File: src/rtl/decode_hazard_ctrl_pkg.sv
// -----------------------------------------------------------------------------
// decode_hazard_ctrl_pkg
// Shared definitions for the decode-stage hazard controller:
//   - register-field encodings (REG_NONE marks an empty scoreboard slot)
//   - the NOP instruction encoding injected into the fetch/decode latch
//   - FSM state encodings and the packed control-output bundle
//   - counter width shared by the statistics counters
//   - helper that matches a decode source operand against a scoreboard entry
// -----------------------------------------------------------------------------
package decode_hazard_ctrl_pkg;

  // Width of the statistics counters (stall cycles, accepted redirects).
  localparam int unsigned CNT_W = 16;

  // Scoreboard / destination encoding meaning "no register written".
  localparam logic [3:0] REG_NONE = 4'b1111;

  // Instruction word loaded into the fetch/decode latch on a flush.
  localparam logic [15:0] NOP_INSTR = 16'b0000_1000_0000_0000;

  // Controller state: normal issue, or draining after a HALT entered execute.
  typedef enum logic [0:0] {
    ST_RUN     = 1'b0,
    ST_HALTING = 1'b1
  } hz_state_e;

  // Control outputs towards the PC, IF/ID and ID/EX latches.
  typedef struct packed {
    logic nop;
    logic dis_idex;
    logic dis_ifid;
    logic dis_pc;
    logic flush_fd;
    logic halted;
  } hz_ctrl_t;

  // A 3-bit source is widened with a zero MSB, so REG_NONE can never match.
  function automatic logic src_hits(input logic [2:0] sel,
                                    input logic       used,
                                    input logic [3:0] entry);
    return used && ({1'b0, sel} == entry);
  endfunction

endpackage : decode_hazard_ctrl_pkg

File: src/rtl/decode_hazard_ctrl_sat_counter.sv
// -----------------------------------------------------------------------------
// sat_counter
// Saturating up-counter. Increments by one on each rising edge with i_inc
// asserted and sticks at all-ones instead of wrapping.
// Ports:
//   i_clk    clock
//   i_rst_n  asynchronous reset, active-low; clears the count
//   i_inc    increment enable
//   o_count  current count
// -----------------------------------------------------------------------------
module sat_counter
  import decode_hazard_ctrl_pkg::*;
#(
  parameter int unsigned W = CNT_W
) (
  input  logic         i_clk,
  input  logic         i_rst_n,
  input  logic         i_inc,
  output logic [W-1:0] o_count
);

  logic [W-1:0] r_count;
  logic         w_at_max;

  // Detect the saturation value so the increment can be suppressed.
  always_comb begin
    w_at_max = (r_count == {W{1'b1}});
  end

  // Count register: clears on reset, increments until it reaches all-ones.
  always_ff @(posedge i_clk or negedge i_rst_n) begin
    if (!i_rst_n) begin
      r_count <= {W{1'b0}};
    end else if (i_inc && !w_at_max) begin
      r_count <= r_count + {{(W-1){1'b0}}, 1'b1};
    end else begin
      r_count <= r_count;
    end
  end

  assign o_count = r_count;

endmodule : sat_counter

File: src/rtl/decode_hazard_ctrl.sv
// -----------------------------------------------------------------------------
// decode_hazard_ctrl
// Hazard controller sitting between decode and the decode/execute latch of a
// pipeline without forwarding. A three-entry scoreboard mirrors the
// destination registers of the EX, MEM and WB stages; a decode source that
// matches a live entry stalls decode (read-after-write). Execute-stage
// redirects squash the wrong-path decode/fetch instructions, data-memory
// stalls freeze the front end, and a HALT that advances into execute puts the
// controller into a draining state that only reset leaves.
//
// Ports:
//   clk                    clock, rising edge
//   rst                    asynchronous reset, active-low
//   readReg1Sel_d/2Sel_d   decode source registers (3 bits each)
//   read1Used_d/2Used_d    source is really read by the decode instruction
//   writeRegSel_d          decode destination (4'b1111 = none)
//   regWrite_d             decode instruction writes the register file
//   halt_d                 decode instruction is HALT
//   redirect_e             taken branch/jump resolved in execute
//   mem_stall              data memory busy, whole pipeline frozen
//   nop                    bubble into decode/execute
//   disableIDEXWrite       hold decode/execute latch
//   disableIFIDWrite       hold fetch/decode latch
//   disablePCWrite         hold the PC
//   flush_fd               load NOP into fetch/decode latch
//   halted                 HALT has reached execute
//   stall_cycles           saturating count of RAW stall cycles
//   flush_count            saturating count of accepted redirects
//
// WB_BYPASS = 1: the register file writes before it reads, so an instruction
// in writeback can no longer cause a hazard and its slot is not compared.
// -----------------------------------------------------------------------------
module decode_hazard_ctrl
  import decode_hazard_ctrl_pkg::*;
#(
  parameter bit WB_BYPASS = 1'b1
) (
  input  logic             clk,
  input  logic             rst,
  input  logic [2:0]       readReg1Sel_d,
  input  logic [2:0]       readReg2Sel_d,
  input  logic             read1Used_d,
  input  logic             read2Used_d,
  input  logic [3:0]       writeRegSel_d,
  input  logic             regWrite_d,
  input  logic             halt_d,
  input  logic             redirect_e,
  input  logic             mem_stall,
  output logic             nop,
  output logic             disableIDEXWrite,
  output logic             disableIFIDWrite,
  output logic             disablePCWrite,
  output logic             flush_fd,
  output logic             halted,
  output logic [CNT_W-1:0] stall_cycles,
  output logic [CNT_W-1:0] flush_count
);

  // Scoreboard of in-flight destinations, one slot per downstream stage.
  logic [3:0] r_sb_ex;
  logic [3:0] r_sb_mem;
  logic [3:0] r_sb_wb;

  hz_state_e  r_state;
  hz_state_e  w_state_nxt;

  logic       w_wb_chk;
  logic       w_hit1;
  logic       w_hit2;
  logic       w_raw;
  hz_ctrl_t   w_ctrl;
  logic       w_stall_inc;
  logic       w_flush_inc;

  // Read-after-write detection against the live scoreboard slots.
  always_comb begin
    w_wb_chk = (WB_BYPASS == 1'b0);
    w_hit1   = src_hits(readReg1Sel_d, read1Used_d, r_sb_ex)
             | src_hits(readReg1Sel_d, read1Used_d, r_sb_mem)
             | (w_wb_chk & src_hits(readReg1Sel_d, read1Used_d, r_sb_wb));
    w_hit2   = src_hits(readReg2Sel_d, read2Used_d, r_sb_ex)
             | src_hits(readReg2Sel_d, read2Used_d, r_sb_mem)
             | (w_wb_chk & src_hits(readReg2Sel_d, read2Used_d, r_sb_wb));
    w_raw    = w_hit1 | w_hit2;
  end

  // FSM state register.
  always_ff @(posedge clk or negedge rst) begin
    if (!rst) begin
      r_state <= ST_RUN;
    end else begin
      r_state <= w_state_nxt;
    end
  end

  // FSM next state: a HALT moves to HALTING only when it actually advances,
  // i.e. no freeze, no squash and no RAW stall this cycle.
  always_comb begin
    w_state_nxt = r_state;
    case (r_state)
      ST_RUN: begin
        if (!mem_stall && !redirect_e && !w_raw && halt_d) begin
          w_state_nxt = ST_HALTING;
        end else begin
          w_state_nxt = ST_RUN;
        end
      end
      ST_HALTING: begin
        w_state_nxt = ST_HALTING;
      end
      default: begin
        w_state_nxt = ST_RUN;
      end
    endcase
  end

  // FSM outputs and counter strobes, prioritised freeze > redirect > RAW.
  always_comb begin
    w_ctrl      = '0;
    w_stall_inc = 1'b0;
    w_flush_inc = 1'b0;
    if (!rst) begin
      // Hold the PC and feed bubbles while reset is asserted.
      w_ctrl.nop    = 1'b1;
      w_ctrl.flush_fd = 1'b1;
      w_ctrl.dis_pc = 1'b1;
    end else begin
      case (r_state)
        ST_RUN: begin
          if (mem_stall) begin
            w_ctrl.dis_pc   = 1'b1;
            w_ctrl.dis_ifid = 1'b1;
            w_ctrl.dis_idex = 1'b1;
          end else if (redirect_e) begin
            // Wrong-path instructions in fetch and decode are discarded,
            // together with any hazard or HALT they carried.
            w_ctrl.nop      = 1'b1;
            w_ctrl.flush_fd = 1'b1;
            w_flush_inc     = 1'b1;
          end else if (w_raw) begin
            w_ctrl.nop      = 1'b1;
            w_ctrl.dis_pc   = 1'b1;
            w_ctrl.dis_ifid = 1'b1;
            w_stall_inc     = 1'b1;
          end else begin
            w_ctrl = '0;
          end
        end
        ST_HALTING: begin
          // Nothing younger than the HALT may issue; execute still drains.
          w_ctrl.nop      = 1'b1;
          w_ctrl.flush_fd = 1'b1;
          w_ctrl.dis_pc   = 1'b1;
          w_ctrl.halted   = 1'b1;
          if (mem_stall) begin
            w_ctrl.dis_ifid = 1'b1;
            w_ctrl.dis_idex = 1'b1;
          end else begin
            w_ctrl.dis_ifid = 1'b0;
            w_ctrl.dis_idex = 1'b0;
          end
        end
        default: begin
          w_ctrl.nop      = 1'b1;
          w_ctrl.flush_fd = 1'b1;
          w_ctrl.dis_pc   = 1'b1;
        end
      endcase
    end
  end

  // Scoreboard shift: frozen by mem_stall, bubbles enter EX as REG_NONE.
  always_ff @(posedge clk or negedge rst) begin
    if (!rst) begin
      r_sb_ex  <= REG_NONE;
      r_sb_mem <= REG_NONE;
      r_sb_wb  <= REG_NONE;
    end else if (mem_stall) begin
      r_sb_ex  <= r_sb_ex;
      r_sb_mem <= r_sb_mem;
      r_sb_wb  <= r_sb_wb;
    end else begin
      r_sb_wb  <= r_sb_mem;
      r_sb_mem <= r_sb_ex;
      if (w_ctrl.nop || !regWrite_d) begin
        r_sb_ex <= REG_NONE;
      end else begin
        r_sb_ex <= writeRegSel_d;
      end
    end
  end

  sat_counter #(.W(CNT_W)) u_stall_cnt (
    .i_clk   (clk),
    .i_rst_n (rst),
    .i_inc   (w_stall_inc),
    .o_count (stall_cycles)
  );

  sat_counter #(.W(CNT_W)) u_flush_cnt (
    .i_clk   (clk),
    .i_rst_n (rst),
    .i_inc   (w_flush_inc),
    .o_count (flush_count)
  );

  assign nop              = w_ctrl.nop;
  assign disableIDEXWrite = w_ctrl.dis_idex;
  assign disableIFIDWrite = w_ctrl.dis_ifid;
  assign disablePCWrite   = w_ctrl.dis_pc;
  assign flush_fd         = w_ctrl.flush_fd;
  assign halted           = w_ctrl.halted;

endmodule : decode_hazard_ctrl

File: config.mk
export PLATFORM = sky130hd
export DESIGN_NAME = decode_hazard_ctrl
export DESIGN_NICKNAME = d
export VERILOG_FILES = /design/src/rtl/decode_hazard_ctrl_pkg.sv /design/src/rtl/decode_hazard_ctrl_sat_counter.sv /design/src/rtl/decode_hazard_ctrl.sv
export SDC_FILE = /design/constraint.sdc
export NUM_CORES = 1
export LEC_CHECK = 0
export CORE_ASPECT_RATIO = 0.6
export CORE_MARGIN = 2
export CORE_UTILIZATION = 30
export DETAILED_ROUTE_END_ITERATION = 16
export DONT_BUFFER_PORTS = 1
export PLACE_DENSITY_LB_ADDON = 0.08
export SYNTH_ARGS = -nofsm -noshare
export SYNTH_HDL_FRONTEND = slang
export SYNTH_SLANG_ARGS = --single-unit
export TNS_END_PERCENT = 100
File: constraint.sdc
create_clock -name clk -period 2.4 [get_ports clk]
set_input_delay 0.48 -clock clk [delete_from_list [all_inputs] [get_ports clk]]
set_output_delay 0.48 -clock clk [all_outputs]
set_load 0.005 [all_outputs]
==> qor.yml, run 1 <==
synthesis:
  syn_inst: 193
  avgSynthCellArea_um2: 10.98
  synth-main-ff-cell: "dfrtp_1"
  syn_nets: 213
  synth-seq-cells: 41
  netlist_area_um2: 2120
  synth-edff-count: 0
  synth_largest_area_cell: "dfrtp_1"
  synthDominantCellAreaShare_pct: 38.96
  synth_cell_type_count: 38
  yosys_warnings: 0
  ys_seq_area_share_pct: 48.88
  synth-async-reset-ratio_pct: 100.0
  synthTopCellsByArea: "dfrtp_1 39%, xor2_1 13%, dfstp_2 9.9%, xnor2_1 4.1%, nand4_1 3.0%"
floorplanning:
  pin_count: 56
  die_y_um: 69.11
  core-area_um2: 6763
  rows: 23
  die-area_um2: 7776
  fp.dieW_um: 112.5
  initial_utilization_pct: 31.34
timing:
  finalSetupViolCount: 0
  fin_crit_sh_pct: 93.67
  rsz0062_at_grt: "no"
  tightestPinTransition_ns: 0.5901
  fmax_mhz: 444.8
  finalHoldViolCount: 0
  finalClockSkew_ns: 0.006088
  drv_slew: 0
  maxSlewHeadroom_pct: 60.58
  period_needed_ns: 2.248
  setup_tns_ns: 0
worst_setup_path:
  critPathSlowestCell: "dfstp_2"
  cp_data_arrival_time_ns: 1.77
  rr_startpoint: "u_stall_cnt.o_count[0]"
  crit_start: "r_sb_ex[0]"
  rrSetupSlack_ns: 0.17
  endpoint_kind: "primary output"
  critical-path-top-delay-family: "flip-flops"
  worstSetupStartpointType: "flop"
  cp_num_buf_inv: 0
  crit_fanout: 12
  crit_path_cell_trace: "xor2_1 -> nor4_1 -> o21a_2 -> o21bai_4 -> nand2_1"
  crit_type: "reg2out"
  required_ns: 1.92
  slowest_delay_ns: 0.57
placed_design:
  port_buffers: 0
  gp_congestion: 0.7931
  hpwl_mm: 3.509
pwr:
  pwr-share-seq_pct: 49.8
  switching_share_pct: 21.72
  leakage_nw: 1.055
  p_switching_w: 0.0003319
  ir_worst_vdd_v: 0.0003809
  pwr-share-clk_pct: 45.4
  power_density_nw_per_um2: 637.3
  p_int_w: 0.001196
  share_comb_of_total_power_pct: 4.7
  p_total_w: 0.001528
finish:
  antenna_cells: 0
  mostFrequentLayoutCells: "33 x dfrtp_1, 32 x xor2_1, 15 x nand2_1"
  area_growth_pct: 13.11
  final-seq-area_um2: 1036
  finalNetCount: 219
  fillers: 663
  final_common_cell: "dfrtp_1"
  drive_gt1_share_pct: 16.50
  multi_input_area_um2: 1037
outcome:
  status: "complete, no violations"
clock_tree:
  post_cts_buffers: 0
  clk_path_buf_depth: 2
  cts.reportedPaths.clkPinSlew_ns: 0.06
  insertion_delay_ns: 0.28
  numCtsBuffers: 5
  clock-sinks: 41
  cts-root-buf: "clkbuf_16"
  htreeDepth: 2
  tritoncts: "done"
global_routing:
  grt.overflow.total: 0
  first_global_vias: 1494
  grt.total_usage_pct: 12.90
  antenna_found_initial: 0
  grt_max_degree: 34
  grt_pass1_wl_mm: 7.990
routing:
  antenna_left: 0
  vias: 1425
  wl_per_cell_um: 16.48
  drc: 0
  drt-total-wl_mm: 4.731
  first_pass_iters: 4
  avgViaCountPerCell: 4.965
  drt_iter0_drc: 50
run:
  cap_violations: 0
hold_path:
  min-delay-path-class: "in2async"
-- path summary, 6_finish.rpt --
check,endpoint,depth (start not counted)
max,disablePCWrite,5
min,u_flush_cnt.o_count[10],1
max reg2reg,u_stall_cnt.o_count[9],7
min reg2reg,r_sb_ex[3],2
max in group asynchronous,u_stall_cnt.o_count[3],1
min in group clk,r_sb_ex[3],1
-- timing repair --
item                                    in CTS  in global routing
endpoints found under the hold margin       33                  0
endpoints found under the setup margin       1                  1
gates resized for setup                      1                  2
hold buffers                                 1                  0
-- synthesized netlist by cell type, types with 3 or more instances --
master,count
a2bb2oi_1,3
buf_6,3
dfrtp_1,33
dfstp_2,8
inv_1,6
nand2_1,15
nand3_1,12
nand4_1,10
nor2_1,11
nor3_1,6
nor4_1,6
nor4_2,4
o21ai_0,4
xnor2_1,10
xor2_1,32
-- through the flow --
stage / instance area [um^2] / cells / hold slack (ns) / setup WS [ns] / utilization [%]
6_report: 2397 / 287 / 0.02772 / 0.1520 / 35.45
5_1_grt: 2397 / 287 / 0.03011 / 0.01236 / 35.45
4_1_cts: 2391 / 287 / 0.03748 / 0.05721 / 35.36
3_5_place_dp: 2206 / 278 / 0.1852 / 0.1703 / 32.62
3_3_place_gp: 2206 / 278 / 0.1855 / 0.2576 / 32.62
2_1_floorplan: 2120 / 193 / 0.1844 / 0.4124 / -
-- cells by family (layout without fill, tap and decap cells) --
group           count (synthesis)  in the layout  synth area share [%]
flops                          41             41                 48.88
fa+ha+maj                       2              2                 1.180
simple gates                   80             80                 22.20
mux                             3              3                 1.594
buf+inv                        10             17                 2.833
compound gates                 15             15                 5.963
xor+xnor                       42             42                 17.36
-- per-layer routing --
metal / GRT usage, % / vias to the layer above / wire length (um) / part of all wire, %
met2: 19.01 / 29 / 2048 / 43
li1: - / 683 / - / -
met5: 0 / - / 0 / 0
met3: 5.453 / 2 / 339 / 7.2
met4: 2.846 / 0 / 14 / 0.30
met1: 17.73 / 711 / 2329 / 49
-- registers in the layout (all words and copies together) (netlist names) --
register and cells:
u_stall_cnt.o_count 16, r_sb_mem 4, r_sb_ex 4, u_flush_cnt.o_count 16, r_state 1
-- area by class of cell --
class / instances / area share [%]
Multi-Input combinational cell: 142 / 43.27
Sequential cell: 41 / 43.21
Clock buffer: 7 / 6.367
Tap cell: 87 / 4.541
Timing Repair Buffer: 3 / 1.461
Inverter: 6 / 0.9395
Clock inverter: 1 / 0.2088
-- power groups by stage --
stage | combinational, W | clock [W] | sequential, W
floorplan | 0.0000506 | 0 | 0.000763
CTS | 0.0000747 | 0.000725 | 0.000762
global route | 0.0000848 | 0.000757 | 0.000768
detailed placement | 0.0000576 | 0 | 0.000774
global placement | 0.0000556 | 0 | 0.000775
finish | 0.0000719 | 0.000694 | 0.000762
Power figures use the tool's default switching activity.
==> run 2, diff against run 1 <==
- PLACE_DENSITY: unset -> 0.44
- PLACE_DENSITY_LB_ADDON: 0.08 -> unset
==> run 2 against run 1 <==
  * Setup slack lost 0.031 ns
  * Global-route usage hardly changed
  * Clock power shrank 6.1%
  * Critical endpoint unchanged
  * Largest cell class is now registers
==> qor.yml, run 2 (synthesis gave the netlist of run 1 again) <==
outcome:
  status: "complete, no violations"
finish:
  antenna_cells: 0
  final_common_cell: "dfrtp_1"
  layoutNonFillerInstCount: 289
  drive_gt1_share_pct: 16.34
  mostFrequentLayoutCells: "33 x dfrtp_1, 32 x xor2_1, 15 x nand2_1"
  finalNetCount: 222
  area_growth_pct: 12.99
  final_util_pct: 35.41
  fillers: 663
floorplanning:
  core-area_um2: 6763
  fp.dieW_um: 112.5
  initial_utilization_pct: 31.34
  rows: 23
  die_y_um: 69.11
  pin_count: 56
  die-area_um2: 7776
timing:
  drv_slew: 0
  maxSlewHeadroom_pct: 64.78
  fin_crit_sh_pct: 94.94
  tightestPinTransition_ns: 0.5271
  finalSetupViolCount: 0
  setup_tns_ns: 0
  finalHoldViolCount: 0
  period_needed_ns: 2.279
  fmax_mhz: 438.9
  finalClockSkew_ns: 0.004121
  whs_ns: 0.03343
  rsz0062_at_grt: "no"
global_routing:
  grt_pass1_wl_mm: 7.969
  grt_max_degree: 34
  first_global_vias: 1545
  antenna_found_initial: 0
  grt.total_usage_pct: 12.93
  grt.overflow.total: 0
pwr:
  power_density_nw_per_um2: 622.3
  leakage_nw: 1.059
  ir_worst_vdd_v: 0.0003161
run:
  cap_violations: 0
placed_design:
  port_buffers: 0
  hpwl_mm: 3.741
  gp_congestion: 0.8399
  dp.cells: 281
routing:
  avgViaCountPerCell: 5.052
  drt-total-wl_mm: 4.889
  first_pass_iters: 4
  drc: 0
  drt_iter0_drc: 62
  vias: 1460
  wl_per_cell_um: 16.92
  antenna_left: 0
worst_setup_path:
  crit_type: "reg2out"
  crit_start: "r_sb_ex[0]"
  r2r_cells: 7
  crit_fanout: 7
  crit_path_cell_trace: "xor2_1 -> nor4_1 -> o21a_1 -> o21bai_2 -> nand2_1"
  critical-path-top-delay-family: "flip-flops"
  r2r_end: "u_stall_cnt.o_count[9]"
  required_ns: 1.92
  cp_num_buf_inv: 0
  worstSetupStartpointType: "flop"
  rrSetupSlack_ns: 0.19
  endpoint_kind: "primary output"
  slowest_delay_ns: 0.56
  rr_startpoint: "u_stall_cnt.o_count[0]"
  cp_data_arrival_time_ns: 1.80
  critPathSlowestCell: "dfstp_2"
  cp.depth: 5
clock_tree:
  numCtsBuffers: 5
  cts-root-buf: "clkbuf_16"
  tritoncts: "done"
  post_cts_buffers: 0
  clock-sinks: 41
  htreeDepth: 2
  clk_path_buf_depth: 2
  cts.reportedPaths.clkPinSlew_ns: 0.06
  insertion_delay_ns: 0.27
hold_path:
  min-delay-path-class: "in2async"
run 2: layout make-up:
class / count / area [um^2] / area share, %
sequential: 41 / 1036 / 43.26
multi-input combinational: 142 / 1027 / 42.89
clock buffer: 7 / 142.6 / 5.956
tap: 87 / 108.9 / 4.545
timing repair buffer: 6 / 57.56 / 2.403
inverter: 6 / 22.52 / 0.9404
run 2: worst max-delay path by stage:
stage / end / slack, ns
after floorplan: disableIFIDWrite / 0.41
after global placement: u_stall_cnt.o_count[15] / 0.31
after detailed placement: u_stall_cnt.o_count[9] / 0.19
after CTS: disablePCWrite / 0.12
after global routing: u_stall_cnt.o_count[9] / 0.02
final: disablePCWrite / 0.12
run 2: repair_timing:
| action | in CTS | in global routing |
|---|---|---|
| gates resized for setup | 0 | 1 |
| hold endpoints to repair | 33 | 0 |
| endpoints found under the setup margin | 0 | 1 |
| hold buffers | 1 | 0 |
run 2: routing by layer:
metal | part of all wire [%] | global-route usage (%) | vias up | wire length (um)
met2 | 40 | 17.80 | 45 | 1976
li1 | - | - | 694 | -
met3 | 9.6 | 5.893 | 4 | 469
met1 | 49 | 18.42 | 717 | 2420
met5 | 0 | 0 | - | 0
met4 | 0.45 | 3.117 | 0 | 22
run 2: where the power goes:
part | switching, W | total, W | internal [W] | leakage [nW]
sequential | 0.0000416 | 0.000761 | 0.000720 | 0.532
clock | 0.000244 | 0.000652 | 0.000408 | 0.0700
combinational | 0.0000380 | 0.0000768 | 0.0000388 | 0.457
total | 0.000324 | 0.00149 | 0.00117 | 1.06
run 2: worst register-to-register path, stage by stage, from the launching register on:
cell and delay (ns):
dfrtp_1 0.43, ha_1 0.25, nand4_1 0.12, or2_1 0.27
o31ai_4 0.09, or3_1 0.48, nor4b_2 0.31, xor2_1 0.19
run 2: metrics by stage:
stage | power (W) | instance area (um^2) | worst slack (ns)
global placement | 0.0008316 | 2228 | 0.3090
global route | 0.001566 | 2395 | 0.02314
CTS | 0.001523 | 2391 | 0.1247
finish | 0.001490 | 2395 | 0.1214
detailed placement | 0.0008358 | 2228 | 0.1874
floorplan | 0.0008137 | 2120 | 0.4124
